`config.mk`:
```
export PLATFORM = sky130hd
export DESIGN_NAME = dt_feature_loader_flat
export DESIGN_NICKNAME = d
export VERILOG_FILES = /design/src/rtl/dt_feature_loader_if.sv /design/src/rtl/dt_feature_loader.sv /design/src/flat_wrapper.sv
export SDC_FILE = /design/constraint.sdc
export NUM_CORES = 1
export LEC_CHECK = 0
export BUFFER_PORTS_ARGS = -buffer_cell sky130_fd_sc_hd__buf_2
export CAP_MARGIN = 20
export CORE_UTILIZATION = 32
export CTS_CLUSTER_SIZE = 30
export DETAILED_ROUTE_END_ITERATION = 10
export PLACE_DENSITY_LB_ADDON = 0.12
export SLEW_MARGIN = 20
export SYNTH_ARGS = -nofsm -noshare
export SYNTH_HDL_FRONTEND = slang
export SYNTH_SLANG_ARGS = --single-unit
```
`constraint.sdc`:
```
create_clock -name clk -period 3.9 [get_ports clk]
set_input_delay 0.585 -clock clk [delete_from_list [all_inputs] [get_ports clk]]
set_output_delay 0.585 -clock clk [all_outputs]
set_load 0.05 [all_outputs]
```
`src/rtl/dt_feature_loader_if.sv`:
```
// Handshake bundle for dt_feature_loader: byte-serial feature stream in,
// classified result out. The loader takes the slave modport.
interface dt_feature_loader_if #(
  parameter int unsigned N = 8,
  parameter int unsigned C = 1
);
  logic         s_valid;
  logic         s_ready;
  logic [N-1:0] s_data;
  logic         s_last;
  logic         m_valid;
  logic         m_ready;
  logic [C-1:0] m_cls;
  logic         m_err;

  modport slave (
    input  s_valid, s_data, s_last, m_ready,
    output s_ready, m_valid, m_cls, m_err
  );

  modport master (
    output s_valid, s_data, s_last, m_ready,
    input  s_ready, m_valid, m_cls, m_err
  );
endinterface

```
`src/rtl/dt_feature_loader.sv`:
```
// Assembles a byte-serial feature frame into a parallel bank for a combinational
// decision-tree classifier and returns the captured class with a frame-error flag.
module dt_feature_loader #(
  parameter int unsigned N  = 8,
  parameter int unsigned NF = 13,
  parameter int unsigned C  = 1
) (
  input  logic                clk,
  input  logic                rst,
  dt_feature_loader_if.slave  bus,
  output logic [NF*N-1:0]     feat,
  input  logic [C-1:0]        cls_in,
  output logic [15:0]         frame_cnt
);
  localparam int unsigned IW = 4;

  typedef enum logic [1:0] {StLoad, StDrain, StEval, StHold} state_e;

  state_e        state_q;
  logic [IW-1:0] idx_q;
  logic [N-1:0]  slot_q [NF];
  logic          m_valid_q;
  logic          m_err_q;
  logic [C-1:0]  m_cls_q;
  logic [15:0]   cnt_q;

  logic s_fire;
  logic m_fire;
  logic at_end;

  // Ready is held low for the whole time reset is asserted.
  assign bus.s_ready = !rst && ((state_q == StLoad) || (state_q == StDrain));
  assign bus.m_valid = m_valid_q;
  assign bus.m_cls   = m_cls_q;
  assign bus.m_err   = m_err_q;
  assign frame_cnt   = cnt_q;

  assign s_fire = bus.s_valid && bus.s_ready;
  assign m_fire = m_valid_q && bus.m_ready;
  assign at_end = (idx_q == IW'(NF - 1));

  for (genvar k = 0; k < NF; k++) begin : g_pack
    assign feat[k*N +: N] = slot_q[k];
  end

  always_ff @(posedge clk or posedge rst) begin
    if (rst) begin
      state_q   <= StLoad;
      idx_q     <= '0;
      m_valid_q <= 1'b0;
      m_err_q   <= 1'b0;
      m_cls_q   <= '0;
      cnt_q     <= '0;
      for (int k = 0; k < NF; k++) begin
        slot_q[k] <= '0;
      end
    end else begin
      unique case (state_q)
        StLoad: begin
          if (s_fire) begin
            slot_q[idx_q] <= bus.s_data;
            if (at_end) begin
              idx_q <= '0;
              if (bus.s_last) begin
                state_q <= StEval;
              end else begin
                // Long frame: swallow the excess bytes until the producer's last.
                state_q <= StDrain;
                m_err_q <= 1'b1;
              end
            end else if (bus.s_last) begin
              // Short frame: written slots stay, the rest keep old contents.
              idx_q     <= '0;
              state_q   <= StHold;
              m_err_q   <= 1'b1;
              m_cls_q   <= '0;
              m_valid_q <= 1'b1;
            end else begin
              idx_q <= idx_q + 1'b1;
            end
          end
        end
        StDrain: begin
          if (s_fire && bus.s_last) begin
            state_q   <= StHold;
            m_err_q   <= 1'b1;
            m_cls_q   <= '0;
            m_valid_q <= 1'b1;
          end
        end
        StEval: begin
          state_q   <= StHold;
          m_cls_q   <= cls_in;
          m_err_q   <= 1'b0;
          m_valid_q <= 1'b1;
        end
        StHold: begin
          if (m_fire) begin
            state_q   <= StLoad;
            m_valid_q <= 1'b0;
            m_err_q   <= 1'b0;
            cnt_q     <= cnt_q + 16'd1;
          end
        end
        default: state_q <= StLoad;
      endcase
    end
  end
endmodule
```
`src/flat_wrapper.sv`:
```
// flat-port wrapper written by rule: the top's interface ports become plain ports
module dt_feature_loader_flat 
#(
  parameter int unsigned N  = 8,
  parameter int unsigned NF = 13,
  parameter int unsigned C  = 1
)
  (clk, rst, feat, cls_in, frame_cnt, bus_s_valid, bus_s_data, bus_s_last, bus_m_ready, bus_s_ready, bus_m_valid, bus_m_cls, bus_m_err);
  dt_feature_loader_if #(.N(N), .C(C)) bus_i ();
  input  logic clk;
  input  logic rst;
  output logic [NF*N-1:0] feat;
  input  logic [C-1:0] cls_in;
  output logic [15:0] frame_cnt;
  input wire logic [$bits(bus_i.s_valid)-1:0] bus_s_valid;
  input wire logic [$bits(bus_i.s_data)-1:0] bus_s_data;
  input wire logic [$bits(bus_i.s_last)-1:0] bus_s_last;
  input wire logic [$bits(bus_i.m_ready)-1:0] bus_m_ready;
  output wire logic [$bits(bus_i.s_ready)-1:0] bus_s_ready;
  output wire logic [$bits(bus_i.m_valid)-1:0] bus_m_valid;
  output wire logic [$bits(bus_i.m_cls)-1:0] bus_m_cls;
  output wire logic [$bits(bus_i.m_err)-1:0] bus_m_err;
  assign bus_i.s_valid = bus_s_valid;
  assign bus_i.s_data = bus_s_data;
  assign bus_i.s_last = bus_s_last;
  assign bus_i.m_ready = bus_m_ready;
  assign bus_s_ready = bus_i.s_ready;
  assign bus_m_valid = bus_i.m_valid;
  assign bus_m_cls = bus_i.m_cls;
  assign bus_m_err = bus_i.m_err;
  dt_feature_loader #(.N(N), .NF(NF), .C(C)) u_core (.clk(clk), .rst(rst), .bus(bus_i), .feat(feat), .cls_in(cls_in), .frame_cnt(frame_cnt));
endmodule
```
==> summary.txt <==
Status
  • Status: complete, no violations

Worst setup path
  • Slowest stage delay, CP: 0.58 ns
  • Reg-to-reg slack, setup: 1.21 ns
  • Worst r2r src: u_core.state_q[1]
  • Crit path max fanout: 14
  • Crit Path Class: register to register
  • Worst path arrival time: 2.98 ns
  • Critical path cell sequence: inv_1 -> ha_1 -> nor2b_1 -> and4_1 -> mux2_2
  • FF-to-FF End: u_core.feat[84]
  • R2R depth: 5
  • CP Capture Type: register
  • CP Launch Type: register
  • Slowest-stage cell, CP: nor2b_1
  • WP buf/inv: 1
  • Worst EP required: 4.19 ns
  • Critical path's top delay family: simple AND/OR/NAND/NOR gates

Yosys
  • Unique masters post-synth: 35
  • Simple-gate area share of the yosys netlist: 8.23%
  • Largest area contributor in the netlist: dfrtp_1
  • Seq/Total Area, Yosys: 60.7%
  • Syn_area_per_cell: 14.4 sq um
  • Async set-reset flop share out of synthesis: 100%
  • Mux contribution to synthesized area: a little under a quarter
  • Yosys warns: 0
  • Area contributors post-synth: dfrtp_1, mux2_2, ha_1
  • Syn_nets: 393
  • Synth Instances: 369
  • Yosys reg bits: 129
  • Post-Synth XOR/XNOR Area: 2.47%
  • Top_reg_cell synth: dfrtp_1
  • Post-synth design cell area: 0.00532 sq mm
  • Synthesized-area fraction occupied by adder cells: 2.35%
  • Post-synth EDFFs: 0
  • Largest family of logic cells by synthesized area: multiplexers
  • Synth top area share: between 60% and 70%
  • Post-synthesis compound-gate area fraction: 1.32%

STA
  • Slew Limit Fails: 0
  • Worst Max-Slew Pin Slew: 0.684 ns
  • Hold slack: 0.218 ns
  • Fin crit share: 68.9%
  • Rel. slew slack: between 50% and 60%
  • Minimum clock period: between 2 and 3 ns
  • Final setup fails: 0
  • Final Hold Vio Count: 0
  • Achievable clock frequency: ~370 MHz
  • Setup TNS: 0 ns
  • Clock skew: 0.00832 ns
  • RSZ-0062 raised after global routing: false

Global route
  • Initial antenna violation count: 0
  • Grt ovf: 0
  • Largest net degree at the start of global routing: 51
  • Number of global-route vias before repair: 3531
  • First-pass GRT wire length: 20100 um
  • GRT Overall Usage: about 16%

Floorplan
  • Core area: 0.0161 sq mm
  • Num ports: 138
  • Die area: 0.0171 sq mm
  • Die height: roughly 130 um
  • DIE WIDTH: 131 um
  • FP Rows: 46
  • Initial core utilization: 33.1%

Final layout
  • FILL cells: 1519
  • Most common cell after layout, fill and taps aside: buf_2
  • Seq. cell area: 0.00323 sq mm
  • Ant. Diodes: 0
  • Fraction of layout cells with a size suffix above 1: 54.5%
  • Commonest non-fill, non-tap cells in the layout: buf_2, dfrtp_1, mux2_2, nand2_1, clkbuf_16
  • Fin util: between 40% and 50%
  • Nets: 536
  • Multi-input gate area: 0.00199 sq mm
  • Area Growth Syn to Fin: 28.1%

Detailed routing
  • ANT nets after route: 0
  • Vias post-DR: 3429
  • Drt wl/cell: around 18 um
  • Iteration-0 DRC count of the detailed router: 103
  • Post-route DRC: 0
  • Pre-Repair DR Iteration Count: 4
  • Post-Route WL: 13000 um
  • Vias/cell: 4.63

CTS
  • CTS max path bufs: 2
  • CTS root buffer: clkbuf_16
  • Hold buffers post-CTS: 0
  • Total CTS buffers: 17
  • H-tree depth: 4
  • Cts repair resizes: 0
  • CTS sink count: 129
  • Setup bufs post-CTS: 0
  • TritonCTS clock tree: built
  • Clock Pin Slew Worst Setup and Hold Paths: 0.06 ns
  • Worst-Skew Late Latency: approximately 0.41 ns

Worst hold path
  • Hold crit path type: primary input to asynchronous set/reset pin

Power
  • Net Sw Power: 1.91 mW
  • Switching share of power: 39.1%
  • Clock Power Share: 31.4%
  • Peak VDD IR: 0.347 mV
  • Reg power frac: 35.4%
  • Combinational share of power: 33.2%
  • Leak pwr: 3.72 nW
  • Pwr/cell area: 717 mW/mm^2
  • Cell-internal power: between 2 and 3 mW

Placed design
  • I/O Buffers: roughly 140
  • Post-detail-place hpwl: between 8000 and 9000 um
  • Gp weighted congestion: 0.776

Job
  • Max_cap viols: 0
==> cell families after synthesis <==
group	count (synthesis)
multiplexers	109
flip-flops	129
buffers and inverters	24
XOR/XNOR	15
AND/OR/NAND/NOR	70
adder cells (fa/ha/maj)	10
AO/OA/AOI/OAI	12
==> worst max path at each step <==
stage / startpoint / end / slack [ns] / depth (start not counted)
finish: u_core.state_q[1] / u_core.feat[84] / 1.21 / 5
detailed placement: u_core.state_q[1] / u_core.feat[84] / 1.19 / 5
CTS: u_core.state_q[1] / u_core.feat[84] / 1.18 / 5
floorplan: u_core.state_q[0] / bus_s_ready / 1.55 / 5
global route: u_core.state_q[1] / u_core.feat[84] / 1.05 / 5
global placement: u_core.state_q[0] / u_core.feat[84] / 1.37 / 5
==> Yosys cell counts, drive strengths merged, types with 3 or more instances <==
| cell | count |
|---|---|
| and3 | 4 |
| nor3 | 4 |
| ha | 10 |
| nand3b | 3 |
| nand4 | 7 |
| nand3 | 14 |
| dfrtp | 129 |
| xor2 | 4 |
| inv | 8 |
| o21ai | 7 |
| mux2 | 106 |
| nand2 | 22 |
| and4 | 3 |
| buf | 6 |
| nor2 | 7 |
| clkbuf | 10 |
| mux2i | 3 |
| xnor2 | 11 |
==> state kept, by name, indices dropped and copies added (netlist names) <==
| signal | cells |
|---|---|
| u_core.feat | 104 |
| u_core.frame_cnt | 16 |
| u_core.idx_q | 4 |
| u_core.state_q | 2 |
| u_core.bus.m_cls | 1 |
| u_core.bus.m_err | 1 |
| u_core.bus.m_valid | 1 |
==> layout make-up <==
class / count / share of cell area (%)
clock inverter: 10 / 1.60
multi-input combinational: 216 / 29.2
sequential: 129 / 47.4
tap: 216 / 3.97
inverter: 8 / 0.496
clock buffer: 22 / 6.81
timing repair buffer: 140 / 10.6
==> per-layer routing <==
| layer | up-vias | routed length (um) | global-route usage [%] |
|---|---|---|---|
| li1 | 1583 | - | - |
| met1 | 1732 | 5590 | 19.4 |
| met2 | 101 | 6300 | 26.5 |
| met3 | 13 | 960 | 6.84 |
| met4 | 0 | 148 | 5.27 |
| met5 | - | 0 | 0 |
==> power groups by stage <==
stage / clock [mW] / combinational [mW] / sequential [mW]
finish: 1.53 / 1.62 / 1.73
global route: 1.65 / 1.72 / 1.77
CTS: 1.58 / 1.64 / 1.73
detailed placement: 0 / 1.64 / 1.75
global placement: 0 / 1.61 / 1.74
floorplan: 0 / 0.515 / 2.47
==> per-stage QoR <==
stage	total power [mW]	cells	area, sq um	worst slack (ns)
final	4.89	741	6810	1.21
after global routing	5.14	741	6810	1.05
after CTS	4.95	741	6810	1.18
after detailed placement	3.39	709	6240	1.19
after global placement	3.36	709	6240	1.37
after floorplan	2.99	369	5320	1.55
(Power assumes the default switching activity.)
